<file path="src/rtl/mem_port_arbiter.sv">
// Shares one single-ported, variable-latency memory between instruction fetch and data access,
// one transaction in flight, data side wins ties. Optional wait-state timeout: ARB_TIMEOUT_EN.
module mem_port_arbiter #(
  parameter int ADDR_W  = 32,
  parameter int DATA_W  = 32,
  parameter int TIMEOUT = 255
) (
  input  logic                i_clk,
  input  logic                i_rst,
  input  logic                i_if_req,
  input  logic [ADDR_W-1:0]   i_if_addr,
  input  logic                i_flush_if,
  output logic                o_if_valid,
  output logic [DATA_W-1:0]   o_if_rdata,
  output logic                o_stall_if,
  input  logic                i_dm_req,
  input  logic                i_dm_we,
  input  logic [ADDR_W-1:0]   i_dm_addr,
  input  logic [DATA_W-1:0]   i_dm_wdata,
  input  logic [DATA_W/8-1:0] i_dm_be,
  output logic                o_dm_valid,
  output logic [DATA_W-1:0]   o_dm_rdata,
  output logic                o_stall_dm,
  output logic                o_mem_req,
  output logic                o_mem_we,
  output logic [ADDR_W-1:0]   o_mem_addr,
  output logic [DATA_W-1:0]   o_mem_wdata,
  output logic [DATA_W/8-1:0] o_mem_be,
  input  logic                i_mem_gnt,
  input  logic                i_mem_rvalid,
  input  logic [DATA_W-1:0]   i_mem_rdata,
  output logic                o_bus_err
);

  typedef enum logic [1:0] {IDLE, WAIT_IF, WAIT_DM} state_t;

  state_t            state, state_nxt;
  logic              discard, discard_nxt;
  logic              timeout_hit;
  logic              rsp_take;
  logic [DATA_W-1:0] rsp_data;

`ifdef ARB_TIMEOUT_EN
  localparam int CNT_W = $clog2(TIMEOUT + 1);
  logic [CNT_W-1:0] wait_cnt;

  assign timeout_hit = (state != IDLE) && !i_mem_rvalid && (wait_cnt == CNT_W'(TIMEOUT));

  // Counter sits at zero in IDLE so every WAIT_x starts from a clean count.
  always_ff @(posedge i_clk or posedge i_rst) begin
    if (i_rst)               wait_cnt <= '0;
    else if (state == IDLE)  wait_cnt <= '0;
    else if (!rsp_take)      wait_cnt <= wait_cnt + CNT_W'(1);
  end
`else
  if (TIMEOUT < 1) begin : g_timeout_range
    $error("TIMEOUT must be at least 1");
  end
  assign timeout_hit = 1'b0;
`endif

  // A timeout ends the transaction like a response, but with zero data.
  assign rsp_take = (state != IDLE) && (i_mem_rvalid || timeout_hit);
  assign rsp_data = i_mem_rvalid ? i_mem_rdata : '0;

  always_ff @(posedge i_clk or posedge i_rst) begin
    if (i_rst) begin
      state   <= IDLE;
      discard <= 1'b0;
    end else begin
      state   <= state_nxt;
      discard <= discard_nxt;
    end
  end

  always_comb begin
    state_nxt   = state;
    discard_nxt = discard;
    o_mem_req   = 1'b0;
    o_mem_we    = 1'b0;
    o_mem_addr  = '0;
    o_mem_wdata = '0;
    o_mem_be    = '0;
    o_if_valid  = 1'b0;
    o_if_rdata  = '0;
    o_dm_valid  = 1'b0;
    o_dm_rdata  = '0;
    if (!i_rst) begin
      case (state)
        IDLE: begin
          o_mem_req = i_dm_req | i_if_req;
          if (i_dm_req) begin
            o_mem_we    = i_dm_we;
            o_mem_addr  = i_dm_addr;
            o_mem_wdata = i_dm_wdata;
            o_mem_be    = i_dm_be;
          end else if (i_if_req) begin
            o_mem_addr  = i_if_addr;
            o_mem_be    = '1;
          end
          if (o_mem_req && i_mem_gnt) begin
            state_nxt   = i_dm_req ? WAIT_DM : WAIT_IF;
            discard_nxt = !i_dm_req && i_flush_if;
          end
        end
        WAIT_IF: begin
          if (rsp_take) begin
            o_if_valid  = !discard;
            o_if_rdata  = discard ? '0 : rsp_data;
            discard_nxt = 1'b0;
            state_nxt   = IDLE;
          end else if (i_flush_if) begin
            discard_nxt = 1'b1;
          end
        end
        WAIT_DM: begin
          if (rsp_take) begin
            o_dm_valid = 1'b1;
            o_dm_rdata = rsp_data;
            state_nxt  = IDLE;
          end
        end
        default: state_nxt = IDLE;
      endcase
    end
  end

  assign o_bus_err  = timeout_hit & ~i_rst;
  assign o_stall_if = i_if_req & ~o_if_valid;
  assign o_stall_dm = i_dm_req & ~o_dm_valid;

endmodule
</file>
<file path="config.mk">
export PLATFORM = sky130hd
export DESIGN_NAME = mem_port_arbiter
export DESIGN_NICKNAME = d
export VERILOG_FILES = /design/src/rtl/mem_port_arbiter.sv
export SDC_FILE = /design/constraint.sdc
export NUM_CORES = 1
export LEC_CHECK = 0
export ABC_AREA = 0
export CAP_MARGIN = 40
export CORE_AREA = 2 2 108 110
export CTS_BUF_LIST = sky130_fd_sc_hd__clkbuf_4 sky130_fd_sc_hd__clkbuf_8 sky130_fd_sc_hd__clkbuf_16
export DETAILED_ROUTE_END_ITERATION = 7
export DIE_AREA = 0 0 110 112
export PLACE_DENSITY = 0.66
export SYNTH_ARGS = -nofsm -noshare
export SYNTH_HDL_FRONTEND = slang
export SYNTH_SLANG_ARGS = --single-unit
</file>
<file path="constraint.sdc">
create_clock -name i_clk -period 2 [get_ports i_clk]
set_input_delay 0.5 -clock i_clk [delete_from_list [all_inputs] [get_ports i_clk]]
set_output_delay 0.5 -clock i_clk [all_outputs]
set_load 0.02 [all_outputs]
</file>
* Word-level counts from Yosys, hierarchy flattened
Index checks and enable logic that the tools add are counted.
** Cells by class
- Equal/unequal tests :: 5
- Reductions and logical operators :: 11
- Bitwise operators :: 6
- Muxes and demuxes :: 38
** Operators with widths (number)
- $mux W32 :: 15
- $mux W4 :: 4
- $mux W1 :: 14
- $mux W2 :: 3
- $pmux W2 S2 :: 1
- $reduce_and A4 Y1 :: 1
- $reduce_bool A2 Y1 :: 2
- $logic_and A1 B1 Y1 :: 3
- $ne A3 B3 Y1 const B :: 1
- $not A1 Y1 :: 3
- $reduce_and A3 Y1 :: 1
- $and A1 B1 Y1 :: 2
- $eq A2 B1 Y1 const B :: 1
- $eq A2 B2 Y1 const B :: 1
- $logic_not A1 Y1 :: 2
- $logic_not A2 Y1 :: 1
- $ne A2 B1 Y1 const B :: 1
- $ne A2 B2 Y1 const B :: 1
- $pmux W1 S2 :: 1
- $reduce_or A2 Y1 :: 1
- $or A1 B1 Y1 :: 1
** Word-level totals
- Word-level logic and storage cells :: 62
- Bits of input ports :: 140
- Register bits after elaboration :: 3
- Output and inout port bits :: 139

* Depth between registers and ports, before layout
Gate-level depths: netlist (run 1).
- Word-level depth :: 7
- Depth in mapped cells :: 7
- Gate-level depth less buffers :: 6

* Worst setup path after synthesis (run 1)
No wires, ideal clock.
- Path kind :: reg2out
- From :: register state[0]
- To :: output o_if_rdata[10]
- Path slack :: -0.043 ns
- Data arrival time :: 1.543 ns
- Required time :: 1.500 ns
- Cell stages (with the launch flop) :: 8
- Path buffers :: 1
- Cells stage by stage :: dfrtp_1 -> inv_1 -> ha_1 -> nand2b_4 -> nor2_4 -> nand3b_4 -> buf_6 -> nor2_1
** Between the ends
- Cells in the longest elaborated chain, start to end :: 5
- Elaborated cells between the ends (all ways) :: 6
- Those cells by class :: eq/ne: 1; mux: 3; reduce/logical: 2
** Ends and longest elaborated chain
- start: declaration :: line 37 : state_t state, state_nxt;
- start signal: assignment :: line 71 : state <= state_nxt;
- $reduce_bool A2 Y1 :: line 63 : assign rsp_take = (state != IDLE) && (i_mem_rvalid || timeout_hit);
- $logic_and A1 B1 Y1 :: line 63
- $mux W32 :: line 107 : if (rsp_take) begin
- $mux W32 (*) :: line 89 : case (state)
- $mux W32 (*) :: line 88 : if (!i_rst) begin
- end: declaration :: line 14 : output logic [DATA_W-1:0] o_if_rdata,
Every way passes the cells marked *; elsewhere a longest branch is shown, timed or not.

* Final worst setup path (run 1)
- From :: register state[0]
- To :: output o_mem_addr[29]
** Between the ends
- Cells in the longest elaborated chain, start to end :: 3
** Ends and longest elaborated chain
- $logic_not A2 Y1 :: line 89
- $mux W32 :: line 89
- $mux W32 :: line 88
- end: declaration :: line 26 : output logic [ADDR_W-1:0] o_mem_addr,
No other way between the ends.

==> results of run 1 <==
final timing paths:
| kind | from | endpoint | slack, ns | depth (start not counted) |
|---|---|---|---|---|
| max | state[0]$_DFFE_PP0P_ | o_mem_addr[29] | -0.20 | 8 |
| min | i_rst | state[1]$_DFFE_PP0P_ | 0.52 | 3 |
| max reg2reg | state[0]$_DFFE_PP0P_ | state[0]$_DFFE_PP0P_ | 0.52 | 7 |
| min reg2reg | discard$_DFFE_PP0P_ | discard$_DFFE_PP0P_ | 0.57 | 2 |
| max in group asynchronous | i_rst | state[0]$_DFFE_PP0P_ | 1.38 | 3 |
| min in group i_clk | discard$_DFFE_PP0P_ | discard$_DFFE_PP0P_ | 0.57 | 2 |
power groups by stage:
| stage | clock network [µW] | logic [µW] | registers [µW] |
|---|---|---|---|
| 2_1_floorplan | 0 | 867 | 103 |
| 3_3_place_gp | 0 | 1820 | 103 |
| 3_5_place_dp | 0 | 1830 | 104 |
| 4_1_cts | 338 | 1970 | 107 |
| 5_1_grt | 344 | 2230 | 111 |
| 6_report | 333 | 2090 | 107 |
cell usage in the layout (no fill, tap or decap), types with 5 or more instances in the layout:
cell / netlist / routed
a21oi_1: 8 / 8
a22o_1: 15 / 15
a22oi_1: 19 / 16
and2_1: 34 / 13
and2_4: 0 / 21
buf_12: 0 / 6
buf_4: 3 / 65
buf_6: 7 / 95
clkbuf_16: 0 / 5
clkdlybuf4s50_1: 0 / 135
nand2_1: 34 / 34
nor2_1: 90 / 50
nor2_2: 1 / 35
nor2_4: 1 / 7
synthesized netlist by cell type (all sizes together):
cell type	n	area, µm²
nand3b	1	20.0
a21oi	8	40.0
and3	2	17.5
ha	3	37.5
and2	34	213
conb	1	3.75
a22o	15	131
clkbuf	8	33.8
a31oi	2	12.5
nand2b	1	13.8
buf	15	126
and2b	1	10.0
o21ai	1	5.00
inv	7	26.3
dfrtp	3	75.1
a22oi	19	143
nor3b	1	7.51
nor2	93	375
nand2	36	145
flip-flops by register name, summed over array words and instances, names as in the netlist:
signal,count
discard,1
state,2
worst max-delay path, stage by stage, from the launching register on:
cell and delay (ns):
dfrtp_1 0.38, inv_2 0.08, ha_4 0.15, buf_6 0.12
nand2_8 0.06, nor2_8 0.20, buf_12 0.18, a22o_1 0.17
buf_6 0.12
cells by family (layout without fill, tap and decap cells):
family	count (synthesis)	in the layout	share of synthesized area, %
AND/OR/NAND/NOR	169	170	55.8
AO/OA/AOI/OAI	45	45	23.1
buffers and inverters	30	319	13.0
other	1	1	0.261
flip-flops	3	3	5.23
adder cells (fa/ha/maj)	3	3	2.61
through the flow:
stage / instance area, µm² / worst slack, ns
after global placement: 4530 / -0.802
after CTS: 4680 / -0.221
final: 4910 / -0.198
after detailed placement: 4530 / -0.816
after floorplan: 1510 / -0.0434
after global routing: 4910 / -0.276
layout make-up:
class,count,area share [%]
Inverter,7,0.586
Tap cell,143,3.65
Sequential cell,3,1.53
Clock buffer,4,1.68
Multi-Input combinational cell,219,28.7
Timing Repair Buffer,308,63.9
repair_timing:
action	in CTS	in global routing
endpoints found under the setup margin	138	138
setup buffers	3	4
gates resized for setup	777	73
pin swaps	5	17
gates cloned	3	2
per-layer routing:
layer	up-vias	wire length, µm	global-route usage [%]
met5	-	0	0
li1	1396	-	-
met4	0	144	3.04
met1	1248	3630	16.5
met3	12	982	2.75
met2	144	5150	26.4
==> results.yml, run 1 <==
power_and_ir_drop:
  p_sw_share_pct: 40.6
  power_leakage_uw: 0.00221
  seq_power_share_pct: 4.2
  combPwrFrac_pct: 82.6
  intPower_uw: 1500
  share_clk_of_total_power_pct: 13.2
  finalPower_uw: 2530
  vdd_drop_max_mv: 0.355
  p_switching_uw: 1030
  power.density_nw_per_um2: 515
worst_setup_path:
  arrival_ns: 1.70
  critPathLaunchType: "flip-flop"
  crit_type: "flip-flop to output port"
  cp-end-kind: "output port"
  worstPathRequired_ns: 1.50
  critPathMaxFanout: 23
grt:
  antenna_found_initial: 0
  grt_first_pass_wirelength_mm: 14.1
  grt_pass1_vias: 2669
  grt_max_degree: 33
  grt_use_total_pct: 14.2
  grt-ovfl-total: 0
clock_tree:
  htreeDepth: 1
  root_buffer: "clkbuf_16"
  insertion_delay_ns: 0.22
  clkSlewWorstSetupHoldPaths_ns: 0.03
  numCtsBuffers: 3
  cts.path.max_buffers: 2
  holdBufCountCts: 0
  cts_tree: "built"
  cts_sinks: 3
routing:
  routed_wl_mm: 9.90
  dr.pass1.iters: 4
  drtIter0Drc: 128
  drtAntennaViolNets: 0
  via_per_inst: 4.09
  wire_per_inst_um: 14.5
  drc: 0
  vias: 2800
synthesis:
  yosysWarnings: 0
  syn_avg_cell_area_um2: 5.72
  post_synth_inst_count: 251
  ys_ff_latch: 3
  synth.yosys.seq_area_share_pct: 5.23
  synth_cell_types: 29
  syn_nets: 394
  synthesis.area_um2: 1440
die:
  core_area_um2: 11200
  rows: 39
  io_pins: 279
  die_width_um: 110
  die_h_um: 112
  dieArea_um2: 12300
  start_util_pct: 12.9
placed_design:
  gp_congestion: 0.883
  dp_cells: 671
  dp_hpwl_mm: 7.68
  place.port_buffers: 277
sta:
  fin_ws_ns: -0.198
  fin_tns_setup_ns: -17.33
  finalCritPeriodShare_pct: 110
  hold_viol_final: 0
  drv_slew: 0
  min_period_ns: 2.20
  setup_viol: 113
  fin_skew_ns: 0.00287
  holdWs_ns: 0.524
  fmax_mhz: 455
  rsz0062_at_grt: "true"
layout:
  nFillCells: 1106
  nets: 685
  seq_area_um2: 75.1
  instances_no_fill: 684
  final_layout_size_suffix_gt1_share_pct: 47.1
  area_growth_pct: 242
  multi_input_area_um2: 1410
  diodes: 0
  final_core_util_pct: 43.9
status:
  outcome: "finished with violations"
  violations: "negative setup slack"
hold_path:
  hold_path_class: "input port to async pin"
job:
  maxCapViolCount: 0
Note: power is estimated with default switching activity, not from simulation.
==> run 2, diff against run 1 <==
--- a/config.mk
+++ b/config.mk
@@ -11,7 +11,8 @@
 export CTS_BUF_LIST = sky130_fd_sc_hd__clkbuf_4 sky130_fd_sc_hd__clkbuf_8 sky130_fd_sc_hd__clkbuf_16
 export DETAILED_ROUTE_END_ITERATION = 7
 export DIE_AREA = 0 0 110 112
-export PLACE_DENSITY = 0.66
+export MAX_ROUTING_LAYER = met4
+export PLACE_DENSITY_LB_ADDON = 0.3
 export SYNTH_ARGS = -nofsm -noshare
 export SYNTH_HDL_FRONTEND = slang
 export SYNTH_SLANG_ARGS = --single-unit
==> run 2 against run 1 <==
Effect of this change: the flow still finishes with violations (negative setup slack); power rose by 9.1%; via count is 3.4% higher; combinational power is 11% higher; flip-flop and latch count did not move; setup slack improved by 0.00059 ns; largest power group unchanged; clock skew shrank 0.00063 ns; non-clock buffer count rose by 9; critical endpoint is now o_mem_addr[20]; final area grew 6.2%; sequential power hardly changed; clock power is 2% higher.
==> results.yml, run 2 (synthesis gave the netlist of run 1 again) <==
status:
  outcome: "finished with violations"
  violations: "negative setup slack"
power_and_ir_drop:
  p_sw_share_pct: 41.5
  vdd_drop_max_mv: 0.340
  p_switching_uw: 1140
  share_clk_of_total_power_pct: 12.2
  power_leakage_uw: 0.00232
  finalPower_uw: 2760
  combPwrFrac_pct: 83.9
  intPower_uw: 1610
  seq_power_share_pct: 3.9
  power.density_nw_per_um2: 529
layout:
  instances_no_fill: 693
  final_cell_mix: "135 x clkdlybuf4s50_1, 91 x buf_6, 67 x buf_4"
  area_growth_pct: 263
  final_layout_size_suffix_gt1_share_pct: 51.5
  largest_reg_flops: 2
  diodes: 0
  top_regs: "state (2), discard (1)"
  nets: 694
  final_common_cell: "clkdlybuf4s50_1"
  regMostFlops: "state"
worst_setup_path:
  cp-end-kind: "output port"
  cp.depth: 9
  crit_chain: "inv_2 > ha_4 > buf_6 > nand2_8 > nor2_8 > buf_4 > buf_12 > a22o_1 > buf_6"
  timing.rr.start: "state[0]$_DFFE_PP0P_"
  slowest_stage: "dfrtp_1"
  crit_type: "flip-flop to output port"
  cp_common_cell: "buf_6"
  critPathMaxFanout: 8
  r2r_cells: 8
  arrival_ns: 1.70
  r2r_end: "discard$_DFFE_PP0P_"
  crit_family: "buffers and inverters"
  crit_path_max_incr_delay_ns: 0.38
  critPathLaunchType: "flip-flop"
  path_buf_inv: 5
  r2r_setup_slack_ns: 0.48
  worstPathRequired_ns: 1.50
  crit_path_start: "state[1]$_DFFE_PP0P_"
die:
  die_h_um: 112
  rows: 39
  core_area_um2: 11200
  start_util_pct: 12.9
  io_pins: 279
  dieArea_um2: 12300
  die_width_um: 110
hold_path:
  hold_path_class: "flip-flop to flip-flop"
  holdPathEnd: "discard$_DFFE_PP0P_"
  holdPathStages: 2
  hold_start: "discard$_DFFE_PP0P_"
routing:
  route.top_layer_used: "met4"
  vias: 2894
  drtIter0Drc: 97
  wl_met2_mm: 5.93
  dr_wl_met3_um: 627
  wire_per_inst_um: 15.6
  drtAntennaViolNets: 0
  routed_wl_mm: 10.8
  drc: 0
  dr.pass1.iters: 4
  via_per_inst: 4.18
  met1Wirelength_mm: 4.14
clock_tree:
  insertion_delay_ns: 0.23
  cts_sinks: 3
  cts.path.max_buffers: 2
  holdBufCountCts: 0
  clkSlewWorstSetupHoldPaths_ns: 0.03
  root_buffer: "clkbuf_16"
  htreeDepth: 1
  cts_tree: "built"
  numCtsBuffers: 3
sta:
  finalCritPeriodShare_pct: 110
  fin_ws_ns: -0.198
  rsz0062_at_grt: "true"
  setup_viol: 112
  min_period_ns: 2.20
  holdWs_ns: 0.586
  fmax_mhz: 455
  fin_tns_setup_ns: -16.08
  drv_slew: 0
  fin_skew_ns: 0.00224
  hold_viol_final: 0
grt:
  grt_pass1_vias: 2819
  grt_first_pass_wirelength_mm: 15.0
  grt-ovfl-total: 0
  antenna_found_initial: 0
  grt_use_total_pct: 15.7
  grt_max_degree: 34
placed_design:
  dp_hpwl_mm: 7.90
  dp_cells: 671
  gp_congestion: 0.822
  place.port_buffers: 277
job:
  maxCapViolCount: 0
[run 2: cell count changes in the layout (fill, tap and decap cells not counted), sizes merged]
cell | before | now
clkbuf | 8 | 9
buf | 167 | 175
[run 2: worst reg2reg max path, delay by kind of cell (launching register included)]
family | cells | cell delay [ns]
buf+inv | 3 | 0.32
flops | 1 | 0.35
compound gates | 3 | 0.47
fa+ha+maj | 1 | 0.16
simple gates | 1 | 0.15
[run 2: power groups by stage]
stage	Clock, µW	Sequential [µW]	Combinational (µW)
floorplan	0	103	867
global placement	0	103	1810
detailed placement	0	103	1830
CTS	343	105	2000
global route	344	108	2440
finish	338	106	2310
[run 2: per-stage QoR]
| step | setup slack, ns | utilization [%] | area, µm² |
|---|---|---|---|
| floorplan | -0.0434 | - | 1510 |
| global placement | -0.834 | 40.6 | 4540 |
| detailed placement | -0.846 | 40.6 | 4540 |
| CTS | -0.193 | 41.9 | 4690 |
| global route | -0.268 | 46.6 | 5210 |
| finish | -0.198 | 46.6 | 5210 |
[run 2: area by class of cell]
cell class / instances / area (µm²)
repair buffers: 317 / 3240
fillers: 1109 / 5960
flip-flops and latches: 3 / 75.1
inverters: 7 / 28.8
well taps: 143 / 179
clock buffers: 4 / 82.6
multi-input cells: 219 / 1610
[run 2: worst max-delay path by stage]
stage	end	slack, ns
final	o_mem_addr[20]	-0.20
after global routing	o_if_rdata[6]	-0.27
after CTS	o_mem_addr[20]	-0.19
after detailed placement	o_mem_wdata[4]	-0.85
after global placement	o_mem_wdata[14]	-0.83
after floorplan	o_if_rdata[10]	-0.04
[run 2: what timing repair did]
action / in CTS / in global routing
endpoints found under the hold margin: 0 / 0
cloned: 4 / 5
pin swaps: 8 / 39
buffers inserted: 7 / 6
resized for setup: 750 / 134
endpoints found under the setup margin: 138 / 137
[run 2: layer usage]
layer	vias to the layer above	global-route usage, %
li1	1416	-
met1	1354	17.8
met2	114	28.7
met3	10	2.40
met4	0	3.12
met5	-	-
==> run 3, diff against run 2 <==
--- a/config.mk
+++ b/config.mk
@@ -7,10 +7,12 @@
 export LEC_CHECK = 0
 export ABC_AREA = 0
 export CAP_MARGIN = 40
-export CORE_AREA = 2 2 108 110
+export CELL_PAD_IN_SITES_DETAIL_PLACEMENT = 2
+export CELL_PAD_IN_SITES_GLOBAL_PLACEMENT = 2
+export CORE_MARGIN = 1.5
+export CORE_UTILIZATION = 10
 export CTS_BUF_LIST = sky130_fd_sc_hd__clkbuf_4 sky130_fd_sc_hd__clkbuf_8 sky130_fd_sc_hd__clkbuf_16
 export DETAILED_ROUTE_END_ITERATION = 7
-export DIE_AREA = 0 0 110 112
 export MAX_ROUTING_LAYER = met4
 export PLACE_DENSITY_LB_ADDON = 0.3
 export SYNTH_ARGS = -nofsm -noshare
==> run 3 against run 2 <==
Effect of this change: the run still ends with negative setup slack left; worst hold slack got worse by 0.030 ns; combinational power shrank 6%; cell count rose by 5.8%; power fell by 5.0%; wire length increased by 25%; clock skew fell by 0.0017 ns; via count up 4.4%; clock power about the same; core utilization shrank 8.9 points; final area increased by 0.91%; critical path depth decreased by 1; non-clock buffer count up 2; critical path type unchanged; highest routed layer unchanged.
==> results.yml, run 3 (synthesis gave the netlist of run 1 again) <==
clock_tree:
  numCtsBuffers: 3
  cts.path.max_buffers: 2
  insertion_delay_ns: 0.23
  clkSlewWorstSetupHoldPaths_ns: 0.03
  root_buffer: "clkbuf_16"
  cts_sinks: 3
  htreeDepth: 1
  cts_tree: "built"
routing:
  via_per_inst: 4.12
  vias: 3020
  drc: 0
  routed_wl_mm: 13.5
  dr.pass1.iters: 4
  drtAntennaViolNets: 0
  wire_per_inst_um: 18.4
  drtIter0Drc: 69
worst_setup_path:
  crit_path_max_incr_delay_ns: 0.38
  arrival_ns: 1.81
  worstPathRequired_ns: 1.50
  crit_type: "flip-flop to output port"
  critPathMaxFanout: 8
  path_buf_inv: 4
  cp-end-kind: "output port"
  slowest_stage: "dfrtp_1"
  crit_chain: "inv_2 > ha_4 > buf_4 > nand2_4 > nor2_8 > clkbuf_16 > and2_1 > buf_6"
  crit_family: "buffers and inverters"
  critPathLaunchType: "flip-flop"
grt:
  grt_pass1_vias: 3271
  grt-ovfl-total: 0
  grt_first_pass_wirelength_mm: 18.5
  grt_use_total_pct: 16.4
  antenna_found_initial: 1
  grt_max_degree: 33
sta:
  fmax_mhz: 433
  fin_skew_ns: 0.000537
  fin_ws_ns: -0.312
  rsz0062_at_grt: "true"
  setup_viol: 138
  finalCritPeriodShare_pct: 116
  drv_slew: 0
  min_period_ns: 2.31
  holdWs_ns: 0.556
  hold_viol_final: 0
placed_design:
  placed_cell_area_um2: 4570
  dp_hpwl_mm: 10.0
  place.port_buffers: 277
  gp_congestion: 0.769
power_and_ir_drop:
  vdd_drop_max_mv: 0.222
  power_leakage_uw: 0.00227
  power.density_nw_per_um2: 498
die:
  dieArea_um2: 15100
  core_area_um2: 13900
  die_width_um: 123
  die_h_um: 123
  io_pins: 279
  rows: 43
  start_util_pct: 10.3
layout:
  nets: 696
  final_cell_mix: "135 x clkdlybuf4s50_1, 89 x buf_4, 77 x buf_6"
  largest_reg_flops: 2
  nFillCells: 1570
  final_layout_size_suffix_gt1_share_pct: 50.9
  regMostFlops: "state"
  fin_area_um2: 5260
  area_growth_pct: 266
  final_common_cell: "clkdlybuf4s50_1"
  top_regs: "state (2), discard (1)"
hold_path:
  hold_path_class: "input port to async pin"
status:
  outcome: "finished with violations"
  violations: "negative setup slack"
job:
  maxCapViolCount: 0
## run 3: changes by cell type in the layout (fill, tap and decap cells not counted), sizes merged
| cell | before | now |
|---|---|---|
| buf | 175 | 179 |
| clkbuf | 9 | 6 |
| clkdlybuf4s15 | 0 | 2 |
| diode | 0 | 1 |
| dlygate4sd2 | 2 | 1 |
## run 3: where the power goes
part	switching, µW	internal [µW]	total [µW]
combinational	1050	1120	2170
sequential	18.3	88.5	107
clock	60.5	277	338
## run 3: timing repair
action / in CTS / in global routing
resized for setup: 756 / 120
hold buffers: 0 / 0
buffers inserted: 10 / 3
pin swaps: 13 / 22
gates cloned: 7 / 2
endpoints found under the setup margin: 138 / 138
## run 3: metrics by stage
step	util, %	instances	power, µW	setup TNS (ns)	setup WS [ns]
6_report	37.7	733	2620	-28.33	-0.312
5_1_grt	37.7	733	2770	-40.87	-0.397
4_1_cts	34.4	730	2450	-23.55	-0.285
3_5_place_dp	32.8	710	1970	-112.05	-0.884
3_3_place_gp	32.8	710	1920	-108.60	-0.856
2_1_floorplan	-	251	970	-1.13	-0.0434
## run 3: worst reg2reg max path: stages (launching register included)
cell and delay (ns):
dfrtp_1 0.36, inv_2 0.07, ha_4 0.17, nand2b_4 0.15, buf_4 0.13, buf_4 0.12, buf_4 0.13, a31oi_1 0.24
a21oi_1 0.11, a31oi_1 0.16
## run 3: final timing paths
path                                 startpoint                    to  slack [ns]  depth (start not counted)
setup / recovery           state[0]$_DFFE_PP0P_       o_mem_wdata[17]       -0.31                          8
hold / removal                            i_rst  state[0]$_DFFE_PP0P_        0.56                          3
setup reg to reg           state[0]$_DFFE_PP0P_   discard$_DFFE_PP0P_        0.27                          9
hold reg to reg             discard$_DFFE_PP0P_   discard$_DFFE_PP0P_        0.59                          2
max in group asynchronous                 i_rst  state[1]$_DFFE_PP0P_        1.35                          3
min in group i_clk          discard$_DFFE_PP0P_   discard$_DFFE_PP0P_        0.59                          2
## run 3: final cells by class
cell class / instances / area (µm²) / share of cell area [%]
diodes: 1 / 2.50 / 0.0476
clock buffers: 4 / 82.6 / 1.57
inverters: 7 / 28.8 / 0.547
multi-input cells: 219 / 1600 / 30.4
flip-flops and latches: 3 / 75.1 / 1.43
well taps: 180 / 225 / 4.28
repair buffers: 319 / 3240 / 61.7
## run 3: layer usage
layer | global-route usage, % | part of all wire [%]
met1 | 19.1 | 39
met2 | 30.2 | 55
met3 | 1.95 | 5.3
met4 | 3.34 | 0.98
met5 | - | 0
==> RTL edit: new RTL, flow settings as in run 3 <==
The option `ARB_TIMEOUT_EN` is turned on by a define.
--- a/src/rtl/mem_port_arbiter.sv
+++ b/src/rtl/mem_port_arbiter.sv
@@ -1,5 +1,7 @@
 // Shares one single-ported, variable-latency memory between instruction fetch and data access,
 // one transaction in flight, data side wins ties. Optional wait-state timeout: ARB_TIMEOUT_EN.
+`define ARB_TIMEOUT_EN
+
 module mem_port_arbiter #(
   parameter int ADDR_W  = 32,
   parameter int DATA_W  = 32,
Function: same outputs for any inputs over 10 cycles, from zero or initial values and one cycle with i_rst high; that may be too few to reach the edited logic, so the function may still have changed.
==> RTL edit against run 3 <==
- the flow still finishes with violations (setup timing)
- largest power group unchanged
- area after synthesis up 31%
- clock skew increased by 0.0023 ns
- critical endpoint is now o_bus_err
- worst setup slack worse by 0.044 ns
- final cell count grew 18%
- wire length is 33% higher
- maximum frequency decreased by 1.9%
- total power grew 66%
- via count increased by 23%
- first-iteration DRC count is 19% higher
- final area is 37% higher
- sequential cell count up 8
==> RTL edit: results (changes against run 3) <==
Pwr
  • Peak supply drop: 0.303 mV (+37%)
  • LEAKAGE: 0.00308 uW (+36%)

Timing
  • Setup TNS: -34.07 ns (-5.74 ns)
  • Final hold slack: 0.625 ns (+0.0692 ns)
  • Final setup fails: 140 (+1.4%)
  • Clock skew: 0.00281 ns (+0.00227 ns)
  • Final WS setup: -0.356 ns (-0.0440 ns)

Synthesis
  • Seq/Total Area, Yosys: 14.7% (+9.4 points)
  • Syn nets: 427 (+8.4%)
  • Post-synthesis cell type count: 33 (+14%)
  • Mux share of post-synthesis cell area: 1.07% (+1.1 points)
  • Mapped Avg Cell Area: 6.63 um2 (+16%)
  • Most frequent cells after synthesis: and2_1 (64), nor2_1 (44), and3_1 (33)
  • Adder-Cell Fraction of Synth Area: 2.67% (+0.053 points)
  • Post-synthesis compound-gate area fraction: 22.1% (-0.95 points)
  • XOR/XNOR Fraction of Synth Area: 0.933% (+0.93 points)

Placement
  • GP Congestion: 0.851 (+11%)
  • Dpl cell area: 0.00541 mm2 (+18%)
  • Post-DP HPWL: 11900 um (+19%)
  • Inst Count DP: 811 (+14%)
  • Place WS: -1.02 ns (-0.135 ns)
  • Port Buffer Count: 278 (+0.36%)

Worst setup path
  • Capturing point of the worst reg2reg path: state[0]$_DFFE_PP0P_
  • Biggest cell delay along the critical path: 0.36 ns (-0.02 ns)
  • Flop2flop setup slack: 0 ns (-0.27 ns)
  • Crit path DAT: 1.86 ns (+0.05 ns)

Global routing
  • Total track usage: 17.5% (+1.1 points)
  • First-pass GRT wire length: 25600 um (+39%)
  • Initial antenna violation count: 0 (-1)
  • Largest net degree at the start of global routing: 29 (-12%)
  • Vias in the first global route: 4203 (+28%)

Clocking
  • Worst-path clk slew: 0.04 ns

Hold path
  • Hold depth: 2
  • Worst hold path class: register to register

Final layout
  • Largest regs: wait_cnt x8, state x2, discard x1
  • Post-layout util: 39.5% (+1.7 points)
  • Final net count: 782 (+12%)
  • # fillers: 1923 (+22%)
  • Layout cell share with drive strength beyond 1: 63.6% (+13 points)
  • Final Instance Count excl. Fillers: 867 (+18%)

Drt
  • Post-DR vias/cell: 4.27 (+3.7%)
  • Wirelength, routed: 18000 um (+33%)

Status
  • Status: finished, violations left
  • Failing checks: setup timing
==> RTL edit: changes by cell type after synthesis, sizes merged, moves of 4 or more <==
cell and delta:
nor3 +4, a211oi +5, and2 +30, and3 +32, buf -7, a22o -13, a22oi +12, nand2 -26
nor2b +4, nor2 -49, inv +4, dfrtp +8, clkbuf +10
==> RTL edit: report_power, final <==
part	leakage (uW)	internal, uW	switching, uW
combinational	0.00289	2040	1600
sequential	0.000147	272	37.6
clock	0.0000416	282	112
total	0.00308	2600	1750
==> RTL edit: per-layer routing <==
| metal | wire [um] | up-vias | GRT usage (%) |
|---|---|---|---|
| li1 | - | 1695 | - |
| met1 | 6140 | 1791 | 16.7 |
| met2 | 10300 | 200 | 36.1 |
| met3 | 1180 | 19 | 3.21 |
| met4 | 297 | 0 | 3.49 |
| met5 | 0 | - | - |
==> RTL edit: area by class of cell <==
| cell class | count | area [um2] | share of cell area (%) |
|---|---|---|---|
| inverters | 11 | 41.3 | 0.575 |
| multi-input cells | 235 | 2210 | 30.8 |
| flip-flops and latches | 11 | 275 | 3.83 |
| well taps | 229 | 287 | 3.99 |
| clock buffers | 4 | 82.6 | 1.15 |
| repair buffers | 376 | 4290 | 59.7 |
| diodes | 1 | 2.50 | 0.0348 |
==> RTL edit: how the worst max path moves through the flow <==
| stage | startpoint | endpoint | cells after the start |
|---|---|---|---|
| floorplan | state[0]$_DFFE_PP0P_ | o_mem_be[0] | 6 |
| global placement | i_rst | o_dm_rdata[4] | 7 |
| detailed placement | i_rst | o_dm_rdata[12] | 7 |
| CTS | state[0]$_DFFE_PP0P_ | o_mem_wdata[26] | 8 |
| global route | state[0]$_DFFE_PP0P_ | o_if_rdata[24] | 9 |
| finish | state[0]$_DFFE_PP0P_ | o_bus_err | 7 |
==> RTL edit: worst register-to-register path, cell delays in order (launching register included) <==
cell     delay (ns)
dfrtp_1        0.36
inv_2          0.07
ha_4           0.18
buf_6          0.13
buf_6          0.11
or2_4          0.25
nor4_4         0.33
buf_4          0.18
a21oi_4        0.04
a22o_1         0.25
==> RTL edit: repair_timing <==
action | 4_1_cts | 5_1_grt
gates resized for setup | 991 | 80
gates cloned | 13 | 3
endpoints found under the setup margin | 140 | 141
pin swaps | 64 | 45
buffers inserted | 39 | 3
==> RTL edit: cell families (layout without fill, tap and decap cells) <==
family	Yosys count	count (layout)
AO/OA/AOI/OAI	56	56
flip-flops	11	11
buffers and inverters	37	391
adder cells (fa/ha/maj)	4	4
multiplexers	2	2
XOR/XNOR	2	2
other	0	1
AND/OR/NAND/NOR	171	171
